`src/rtl/gm_obj_pkg.sv`:
```
// Shared definitions for the object line scanner: position word layout,
// default sizes, the per-scanline hit entry and the scan FSM states.
package gm_obj_pkg;

  localparam int NUM_OBJ_DEF  = 37;
  localparam int MAX_HITS_DEF = 8;
  localparam int COORD_W_DEF  = 10;

  // Position word layout as exported by the Nios system
  localparam int POS_VALID_BIT = 31;
  localparam int POS_SIZE_LSB  = 24;
  localparam int POS_SIZE_W    = 6;
  localparam int POS_TYPE_LSB  = 20;
  localparam int POS_TYPE_W    = 4;
  localparam int POS_Y_LSB     = 10;
  localparam int POS_X_LSB     = 0;
  localparam int POS_XY_W      = 10;

  localparam int ID_W  = 6;
  localparam int OFS_W = 6;

  // One stored object on the upcoming scanline; 'used' marks a live slot
  typedef struct packed {
    logic                  used;
    logic [ID_W-1:0]       id;
    logic [POS_XY_W-1:0]   x;
    logic [POS_SIZE_W-1:0] size;
    logic [POS_TYPE_W-1:0] obj_type;
    logic [OFS_W-1:0]      oy;
  } hit_entry_t;

  typedef enum logic [1:0] {
    ST_IDLE,
    ST_SCAN,
    ST_DONE
  } scan_state_t;

endpackage

```
`src/rtl/gm_hit_select.sv`:
```
// Per-pixel lookup: finds the lowest front slot covering px_x and registers
// the object id, type and in-object offsets for the sprite ROM.
module gm_hit_select
  import gm_obj_pkg::*;
#(
  parameter int MAX_HITS = MAX_HITS_DEF,
  parameter int COORD_W  = COORD_W_DEF
) (
  input  logic                       Clk,
  input  logic                       Reset,
  input  hit_entry_t [MAX_HITS-1:0]  entries,
  input  logic [COORD_W-1:0]         px_x,
  output logic                       hit_valid,
  output logic [ID_W-1:0]            hit_id,
  output logic [POS_TYPE_W-1:0]      hit_type,
  output logic [OFS_W-1:0]           hit_ox,
  output logic [OFS_W-1:0]           hit_oy
);

  logic                  hit_valid_q, hit_valid_d;
  logic [ID_W-1:0]       hit_id_q, hit_id_d;
  logic [POS_TYPE_W-1:0] hit_type_q, hit_type_d;
  logic [OFS_W-1:0]      hit_ox_q, hit_ox_d;
  logic [OFS_W-1:0]      hit_oy_q, hit_oy_d;
  logic [POS_XY_W:0]     px_ext;
  logic [POS_XY_W-1:0]   ox_full;
  logic                  unused_ox;

  assign px_ext    = (POS_XY_W+1)'(px_x);
  assign unused_ox = ^ox_full[POS_XY_W-1:OFS_W];

  // Priority match: walk from the top slot down so the lowest slot wins
  always_comb begin
    hit_valid_d = 1'b0;
    hit_id_d    = '0;
    hit_type_d  = '0;
    hit_ox_d    = '0;
    hit_oy_d    = '0;
    ox_full     = '0;
    for (int i = MAX_HITS-1; i >= 0; i--) begin
      if (entries[i].used
          && ({1'b0, entries[i].x} <= px_ext)
          && (px_ext < ({1'b0, entries[i].x} + (POS_XY_W+1)'(entries[i].size)))) begin
        ox_full     = POS_XY_W'(px_x) - entries[i].x;
        hit_valid_d = 1'b1;
        hit_id_d    = entries[i].id;
        hit_type_d  = entries[i].obj_type;
        hit_ox_d    = ox_full[OFS_W-1:0];
        hit_oy_d    = entries[i].oy;
      end
    end
  end

  // Output register gives the one-cycle lookup latency
  always_ff @(posedge Clk) begin
    if (Reset) begin
      hit_valid_q <= 1'b0;
      hit_id_q    <= '0;
      hit_type_q  <= '0;
      hit_ox_q    <= '0;
      hit_oy_q    <= '0;
    end else begin
      hit_valid_q <= hit_valid_d;
      hit_id_q    <= hit_id_d;
      hit_type_q  <= hit_type_d;
      hit_ox_q    <= hit_ox_d;
      hit_oy_q    <= hit_oy_d;
    end
  end

  assign hit_valid = hit_valid_q;
  assign hit_id    = hit_id_q;
  assign hit_type  = hit_type_q;
  assign hit_ox    = hit_ox_q;
  assign hit_oy    = hit_oy_q;

endmodule

```
`src/rtl/gm_object_line_scanner.sv`:
```
// Object line scanner: snapshots Nios position words each frame, scans one
// object per cycle during horizontal blank into a back list, publishes it to
// the front list and answers per-pixel coverage queries from the front list.
module gm_object_line_scanner
  import gm_obj_pkg::*;
#(
  parameter int NUM_OBJ  = NUM_OBJ_DEF,
  parameter int MAX_HITS = MAX_HITS_DEF,
  parameter int COORD_W  = COORD_W_DEF
) (
  input  logic                   Clk,
  input  logic                   Reset,
  input  logic                   frame_start,
  input  logic                   line_start,
  input  logic [COORD_W-1:0]     next_line,
  input  logic [NUM_OBJ*32-1:0]  pos_flat,
  input  logic [COORD_W-1:0]     px_x,
  output logic                   hit_valid,
  output logic [5:0]             hit_id,
  output logic [3:0]             hit_type,
  output logic [5:0]             hit_ox,
  output logic [5:0]             hit_oy,
  output logic                   scan_busy,
  output logic                   line_overflow
);

  localparam int IDX_W = $clog2(NUM_OBJ);
  localparam int CNT_W = $clog2(MAX_HITS + 1);

  logic [31:0]               shadow_q [NUM_OBJ];
  logic [31:0]               shadow_d [NUM_OBJ];
  scan_state_t               state_q, state_d;
  logic [COORD_W-1:0]        line_q, line_d;
  logic [IDX_W-1:0]          idx_q, idx_d;
  logic [CNT_W-1:0]          count_q, count_d;
  logic                      pend_ovf_q, pend_ovf_d;
  logic                      line_overflow_q, line_overflow_d;
  hit_entry_t [MAX_HITS-1:0] back_q, back_d;
  hit_entry_t [MAX_HITS-1:0] front_q, front_d;

  logic [31:0]               cur_word;
  logic [POS_SIZE_W-1:0]     cur_size;
  logic [POS_XY_W-1:0]       cur_y;
  logic [POS_XY_W:0]         y_ext;
  logic [POS_XY_W:0]         l_ext;
  logic [POS_XY_W-1:0]       oy_full;
  logic                      cur_hit;
  hit_entry_t                cur_entry;
  logic                      unused_scan;

  // Decode the object under the scan index against the latched line
  always_comb begin
    cur_word  = shadow_q[idx_q];
    cur_size  = cur_word[POS_SIZE_LSB +: POS_SIZE_W];
    cur_y     = cur_word[POS_Y_LSB +: POS_XY_W];
    y_ext     = {1'b0, cur_y};
    l_ext     = (POS_XY_W+1)'(line_q);
    cur_hit   = cur_word[POS_VALID_BIT]
                && (y_ext <= l_ext)
                && (l_ext < (y_ext + (POS_XY_W+1)'(cur_size)));
    oy_full   = POS_XY_W'(line_q) - cur_y;
    cur_entry          = '0;
    cur_entry.used     = 1'b1;
    cur_entry.id       = ID_W'(idx_q);
    cur_entry.x        = cur_word[POS_X_LSB +: POS_XY_W];
    cur_entry.size     = cur_size;
    cur_entry.obj_type = cur_word[POS_TYPE_LSB +: POS_TYPE_W];
    cur_entry.oy       = oy_full[OFS_W-1:0];
  end

  assign unused_scan = ^{cur_word[30], oy_full[POS_XY_W-1:OFS_W]};

  // Snapshot capture plus scan FSM next-state, list building and publishing
  always_comb begin
    shadow_d        = shadow_q;
    state_d         = state_q;
    line_d          = line_q;
    idx_d           = idx_q;
    count_d         = count_q;
    pend_ovf_d      = pend_ovf_q;
    line_overflow_d = line_overflow_q;
    back_d          = back_q;
    front_d         = front_q;

    if (frame_start) begin
      for (int i = 0; i < NUM_OBJ; i++) begin
        shadow_d[i] = pos_flat[32*i +: 32];
      end
    end

    case (state_q)
      ST_IDLE: begin
        if (line_start) begin
          state_d    = ST_SCAN;
          line_d     = next_line;
          idx_d      = '0;
          count_d    = '0;
          pend_ovf_d = 1'b0;
        end
      end
      ST_SCAN: begin
        if (line_start) begin
          state_d    = ST_SCAN;
          line_d     = next_line;
          idx_d      = '0;
          count_d    = '0;
          pend_ovf_d = 1'b0;
        end else if (frame_start) begin
          state_d = ST_IDLE;
        end else begin
          if (cur_hit) begin
            if (count_q < CNT_W'(MAX_HITS)) begin
              for (int i = 0; i < MAX_HITS; i++) begin
                if (CNT_W'(i) == count_q) begin
                  back_d[i] = cur_entry;
                end
              end
              count_d = count_q + 1'b1;
            end else begin
              pend_ovf_d = 1'b1;
            end
          end
          if (idx_q == IDX_W'(NUM_OBJ - 1)) begin
            state_d = ST_DONE;
          end else begin
            idx_d = idx_q + 1'b1;
          end
        end
      end
      ST_DONE: begin
        if (line_start) begin
          state_d    = ST_SCAN;
          line_d     = next_line;
          idx_d      = '0;
          count_d    = '0;
          pend_ovf_d = 1'b0;
        end else begin
          for (int i = 0; i < MAX_HITS; i++) begin
            front_d[i]      = back_q[i];
            front_d[i].used = (CNT_W'(i) < count_q);
          end
          line_overflow_d = pend_ovf_q;
          state_d         = ST_IDLE;
        end
      end
      default: begin
        state_d = ST_IDLE;
      end
    endcase
  end

  // State registers with synchronous reset
  always_ff @(posedge Clk) begin
    if (Reset) begin
      shadow_q        <= '{default: '0};
      state_q         <= ST_IDLE;
      line_q          <= '0;
      idx_q           <= '0;
      count_q         <= '0;
      pend_ovf_q      <= 1'b0;
      line_overflow_q <= 1'b0;
      back_q          <= '0;
      front_q         <= '0;
    end else begin
      shadow_q        <= shadow_d;
      state_q         <= state_d;
      line_q          <= line_d;
      idx_q           <= idx_d;
      count_q         <= count_d;
      pend_ovf_q      <= pend_ovf_d;
      line_overflow_q <= line_overflow_d;
      back_q          <= back_d;
      front_q         <= front_d;
    end
  end

  assign scan_busy     = (state_q != ST_IDLE);
  assign line_overflow = line_overflow_q;

  gm_hit_select #(
    .MAX_HITS (MAX_HITS),
    .COORD_W  (COORD_W)
  ) u_hit_select (
    .Clk       (Clk),
    .Reset     (Reset),
    .entries   (front_q),
    .px_x      (px_x),
    .hit_valid (hit_valid),
    .hit_id    (hit_id),
    .hit_type  (hit_type),
    .hit_ox    (hit_ox),
    .hit_oy    (hit_oy)
  );

endmodule
```
`config.mk`:
```
export PLATFORM = sky130hd
export DESIGN_NAME = gm_object_line_scanner
export DESIGN_NICKNAME = d
export VERILOG_FILES = /design/src/rtl/gm_obj_pkg.sv /design/src/rtl/gm_hit_select.sv /design/src/rtl/gm_object_line_scanner.sv
export SDC_FILE = /design/constraint.sdc
export NUM_CORES = 2
export LEC_CHECK = 0
export BUFFER_PORTS_ARGS = -buffer_cell sky130_fd_sc_hd__buf_2
export CORE_AREA = 2 2 474 476
export CTS_CLUSTER_DIAMETER = 60
export CTS_CLUSTER_SIZE = 24
export DETAILED_ROUTE_END_ITERATION = 7
export DIE_AREA = 0 0 476 478
export GPL_TIMING_DRIVEN = 0
export SETUP_SLACK_MARGIN = 0.15
export SLEW_MARGIN = 20
export SYNTH_ARGS = -nofsm -noshare
export SYNTH_HDL_FRONTEND = slang
export SYNTH_SLANG_ARGS = --single-unit
```
`constraint.sdc`:
```
create_clock -name Clk -period 15.76 [get_ports Clk]
set_input_delay 0.788 -clock Clk [delete_from_list [all_inputs] [get_ports Clk]]
set_output_delay 0.788 -clock Clk [all_outputs]
set_load 0.01 [all_outputs]
```
; ---- Word-level counts from Yosys, hierarchy flattened
; Cells that the tools add are included.
; W data, S select, Z words.
[word_totals]
regBits = 1751
inputBits = 1208
out_inout_bits = 25
elab_cells = 309
[op_classes]
add_sub_neg = 20
magnitude_cmp = 28
n_eq_ne = 18
n_mux = 66
n_bitwise = 3
n_reduce_logical = 38
[ops]
columns = operator, count
row1 = $bmux W32 S6, 1
row2 = $mux W6, 28
row3 = $add A10 B6 Y11, 9
row4 = $lt A10 B11 Y1, 9
row5 = $le A10 B10 Y1, 9
row6 = $mux W32, 2
row7 = $sub A6 B6 Y6, 9
row8 = $mux W4, 13
row9 = $reduce_and A6 Y1, 8
row10 = $logic_and A1 B1 Y1, 18
row11 = $eq A3 B4 Y1 const A, 4
row12 = $lt A3 B4 Y1 const A, 4
row13 = $ne A3 B3 Y1 const B, 5
row14 = $mux W1, 14
row15 = $pmux W6 S2, 1
row16 = $reduce_and A5 Y1, 2
row17 = $eq A2 B4 Y1 const A, 2
row18 = $lt A1 B4 Y1 const A, 2
row19 = $lt A2 B4 Y1 const A, 2
row20 = $mux W2, 4
row21 = $pmux W4 S2, 1
row22 = $ge A7 B7 Y1 const B, 1
row23 = $not A6 Y7, 1
row24 = $add A6 B1 Y6 const B, 1
row25 = other kinds (19), 23

; ---- Depth between registers and ports, before layout
[depth]
word_depth = 11
mapped_depth = 30
depth_no_buf = 20

; ---- Hierarchy
; From an unflattened synthesis, not the netlist that was laid out.
[hier_totals]
hier_cells = 7715
hier_area_um2 = 79074.6
[by_module_without_submodules]
columns = mod, n_inst, cells_per_inst, area_each_um2, seq_area_each_um2
row1 = gm_object_line_scanner, 1, 6581, 69938.3, 33852.5
row2 = gm_hit_select, 1, 1134, 9136.3, 460.4

; ---- Worst setup path after synthesis
; No wires, ideal clock.
[synth_timing]
kind = register to register
from = reg idx_q[0]
to = reg back_q[10] (netlist name)
setup_time_ns = 0.072
arrival_time_ns = 5.994
t_required_ns = 15.688
slack_ns = 9.694
path_stages_with_launch = 27
n_path_buf = 8
synth_period_minus_slack_ns = 6.066
path_cell_list = dfxtp_1 > buf_6 > buf_6 > buf_6 > buf_4 > buf_6 > buf_1 > mux4_2 > mux4_2 > mux2i_1 > o22a_1 > inv_1 > ha_1 > fa_1 > a21o_1 > a21oi_1 > o21ai_0 > nand3b_4 > xnor2_1 > ha_1 > a211oi_1 > a31oi_1 > o32ai_4 > and3_1 > buf_4 > buf_6 > mux2i_1
[synth_between]
elab_chain_cells = 8
elab_cells_between_ends = 10
[synth_lines]
columns = element, line
row1 = "start, declared", gm_object_line_scanner.sv:34  ; logic [IDX_W-1:0] idx_q, idx_d;
row2 = "start signal, assigned", gm_object_line_scanner.sv:168  ; idx_q <= idx_d;
row3 = $not A6 Y7 (implied by the code) *, gm_object_line_scanner.sv:53  ; cur_word = shadow_q[idx_q];
row4 = $bmux W32 S6 *, gm_object_line_scanner.sv:53
row5 = $mux W32 (implied by the code) * (2 in series), gm_object_line_scanner.sv:53
row6 = $add A10 B6 Y11 / $le A10 B10 Y1 (equally long branches), "gm_object_line_scanner.sv:60, gm_object_line_scanner.sv:59"
row7 = $lt A10 B11 Y1 / $logic_and A1 B1 Y1 (equally long branches), "gm_object_line_scanner.sv:60, gm_object_line_scanner.sv:59"
row8 = $logic_and A1 B1 Y1, gm_object_line_scanner.sv:60  ; && (l_ext < (y_ext + (POS_XY_W+1)'(cur_size)));
row9 = $reduce_and A6 Y1 (no source line), --
row10 = "end signal, assigned", gm_object_line_scanner.sv:172  ; back_q <= back_d;
row11 = "end, declared", gm_object_line_scanner.sv:38  ; hit_entry_t [MAX_HITS-1:0] back_q, back_d;
; Mark *: on every way between the ends. The rest lies on a longest branch, timed or not. The select of a mux whose other input is x is not followed.
; A chain may end at the register's enable or synchronous reset.

; ---- Final worst setup path
[layout_timing]
from = reg idx_q[1]
to = reg back_q[110] (netlist name)
; Same word-level chain as after synthesis.

==> reports/results.txt <==
Fin crit share: 67.7%
Filler cells: 22.0k
Largest family of logic cells by synthesized area: multiplexers
Hold Buf Count CTS: 0
Critical path startpoint category: flip-flop
Avg WL per Cell: 34.6 um
Cell area after synthesis: 78700 sq um
CTS Root Cell: clkbuf_16
Top FF cell, synth: dfxtp_1
Worst-path clk slew: 100 ps
Total Nets Final: 10.5k
Clock Tree Buf Depth: 3
Cells after Synth: 7670
Most frequent cells in the layout: dfxtp_1, mux2i_1, buf_2
Critical Path RT: 16390 ps
Least-Margin Pin Slew: 1370 ps
Post-synth cell types: 85
DRT Wirelength: 429000 um
Drt via density: 5.57
Share of the synthesized area in the top cell type: 43.6%
Post-cts sizing count: 0
F_max: 0.0938 GHz
PwrDens: 105 nW/um^2
Final setup violation count: 0
Final hold vios: 0
First-pass iteration count of the detailed router: 6
Synth warnings: 0
Clock Latency Late Sink: 840 ps
RSZ-0062 raised after global routing: no
Vias in the first global route: 65.3k
Top cells by area, synth: dfxtp_1, mux2i_1, mux4_2, nor2_1, ha_1
CP peak stage delay: 740 ps
Initial drt markers: 7532
CP dominant cell by count: buf_2
Setup bufs post-CTS: 0
Initial antenna violation count: 328
HP Class: primary input to flip-flop
CTS Buf Count: 151
Sequential-to-total area share from yosys stat: 43.6%
Synth Area in XOR/XNOR: 1.21%
Full die area: 228000 sq um
# IOs: 1233
WS Path Type: flip-flop to flip-flop
Final ANT Viol Nets: 0
Critical Path Slowest Stage Cell: dfxtp_1
Ratio of cells with drive above 1 in the final layout: 21.8%
CTS H-tree depth: 4
Layout area overhead: 20.6%
Final Power: 9950 uW
Syn nets: 9171
Sinks on Clock Net: 1714
Chip Height: 478 um
Commonest non-fill, non-tap cell in the layout: dfxtp_1
Routability cong.: 1.04
Hpwl dp: 354000 um
Avg Cell Area, Syn: 10.3 sq um
Compound-cell area share of the yosys netlist: 6.34%
GRT overflow: 0
Core region area: 223000 sq um
Worst Path Max Fanout: 10
Seq cells post-synth: 1714
Leakage: 0.0412 uW
Buffers added on ports: 1194
Worst VDD drop: 107 uV
Die Width: 476 um
Max cap viols: 0
WP data arrival: 11300 ps
Setup TNS: 0 ps
Async set-reset flop share out of synthesis: 0%
TritonCTS clock tree: yes
First-pass GRT wire length: 562000 um
Yosys top cell by area: dfxtp_1
Simple-gate area share of the yosys netlist: 12.6%
Slew Limit Fails: 0
Outcome: completed
Pin count of the biggest net entering global routing: 25
Row cnt: 174
Post-synth EDFFs: 0
CP endpoint kind: flip-flop
Mux share of post-synthesis cell area: 27.8%
Clock Skew: 72.7 ps
Gr usage total: 36.5%
Slew HR: 8.48%
Final core occ: 42.5%
Vias: 69.2k
Initial Utilization: 35.3%
Fin crit period: 10670 ps
DRC viols: 0
Fraction of the mapped netlist area in adder cells: 4.83%
Fin Hold WS: 171 ps
-- power breakdown --
part,internal [uW],leakage [uW],switching [uW]
registers,4500,0.0140,139
clock network,2080,0.00266,2090
logic,455,0.0245,688
total,7040,0.0412,2920
-- per-layer routing --
metal | global-route usage (%) | share of wire [%] | wire length [um]
met3 | 11.8 | 11 | 45100
met1 | 42.5 | 37 | 158000
met5 | 0 | 0.20 | 862
met4 | 24.2 | 7.7 | 33100
met2 | 57.2 | 45 | 193000
-- per-stage QoR --
stage,setup WS (ps),instance area (sq um),cells
6_report,5090,94900,12400
5_1_grt,4980,94600,12300
4_1_cts,5260,94200,12100
3_5_place_dp,5270,88700,11900
3_3_place_gp,5310,88400,11900
2_1_floorplan,9690,78700,7670
-- cells in the mapped netlist (22+ instances only) --
cell,instances
o21ai_0,56
nor2b_1,36
buf_2,37
buf_1,115
dfxtp_1,1714
a21oi_1,365
mux4_2,330
nor2_1,1235
xnor2_1,63
inv_1,117
nand2_1,606
mux2i_1,1443
o22ai_1,43
a22oi_1,64
nand4_1,25
a21o_1,49
nand3_1,31
ha_1,275
o21a_1,22
xor2_1,46
nand2b_1,308
clkbuf_1,363
-- critical path, delay by kind of cell, from the launching register on --
| kind | cells | cell delay, ps |
|---|---|---|
| XOR/XNOR | 1 | 180 |
| buffers and inverters | 9 | 4200 |
| adder cells (fa/ha/maj) | 2 | 550 |
| flip-flops | 1 | 740 |
| AO/OA/AOI/OAI | 10 | 2260 |
| AND/OR/NAND/NOR | 2 | 470 |
| multiplexers | 4 | 1930 |
-- final cells by class --
cell class                 instances  area [sq um]  share of cell area, %
clock inverter                   108          1430                   1.51
antenna                          276           691                  0.728
multi-input combinational       5281         41600                   43.8
clock buffer                     170          4060                   4.27
timing repair buffer            1204          6160                   6.49
sequential                      1714         34300                   36.2
buffer                           557          2510                   2.64
tap                             2992          3740                   3.94
inverter                         118           443                  0.467
-- flip-flops by register name, indices dropped and copies added (netlist names), 2 cells and up --
| name | cells |
|---|---|
| back_q | 256 |
| count_q | 4 |
| front_q | 264 |
| idx_q | 6 |
| line_q | 10 |
| shadow_q | 1147 |
| state_q | 2 |
| u_hit_select.hit_id | 6 |
| u_hit_select.hit_ox | 6 |
| u_hit_select.hit_oy | 6 |
| u_hit_select.hit_type | 4 |
-- logic make-up after synthesis --
| kind of cell | after synthesis |
|---|---|
| simple gates | 2319 |
| mux | 1774 |
| flops | 1714 |
| compound gates | 786 |
| buf+inv | 675 |
| fa+ha+maj | 293 |
| xor+xnor | 109 |
-- path summary, 6_finish.rpt --
kind	from	endpoint	slack [ps]	depth (start not counted)
max reg2reg	idx_q[1]$_SDFFE_PP0P_	back_q[110]$_SDFFE_PP0P_	5090	28
max	idx_q[1]$_SDFFE_PP0P_	back_q[110]$_SDFFE_PP0P_	5090	28
min reg2reg	back_q[141]$_SDFFE_PP0P_	front_q[141]$_SDFFE_PP0P_	430	2
min	pos_flat[253]	shadow_q[957]$_SDFFE_PP0P_	170	3
(Power assumes the default switching activity.)
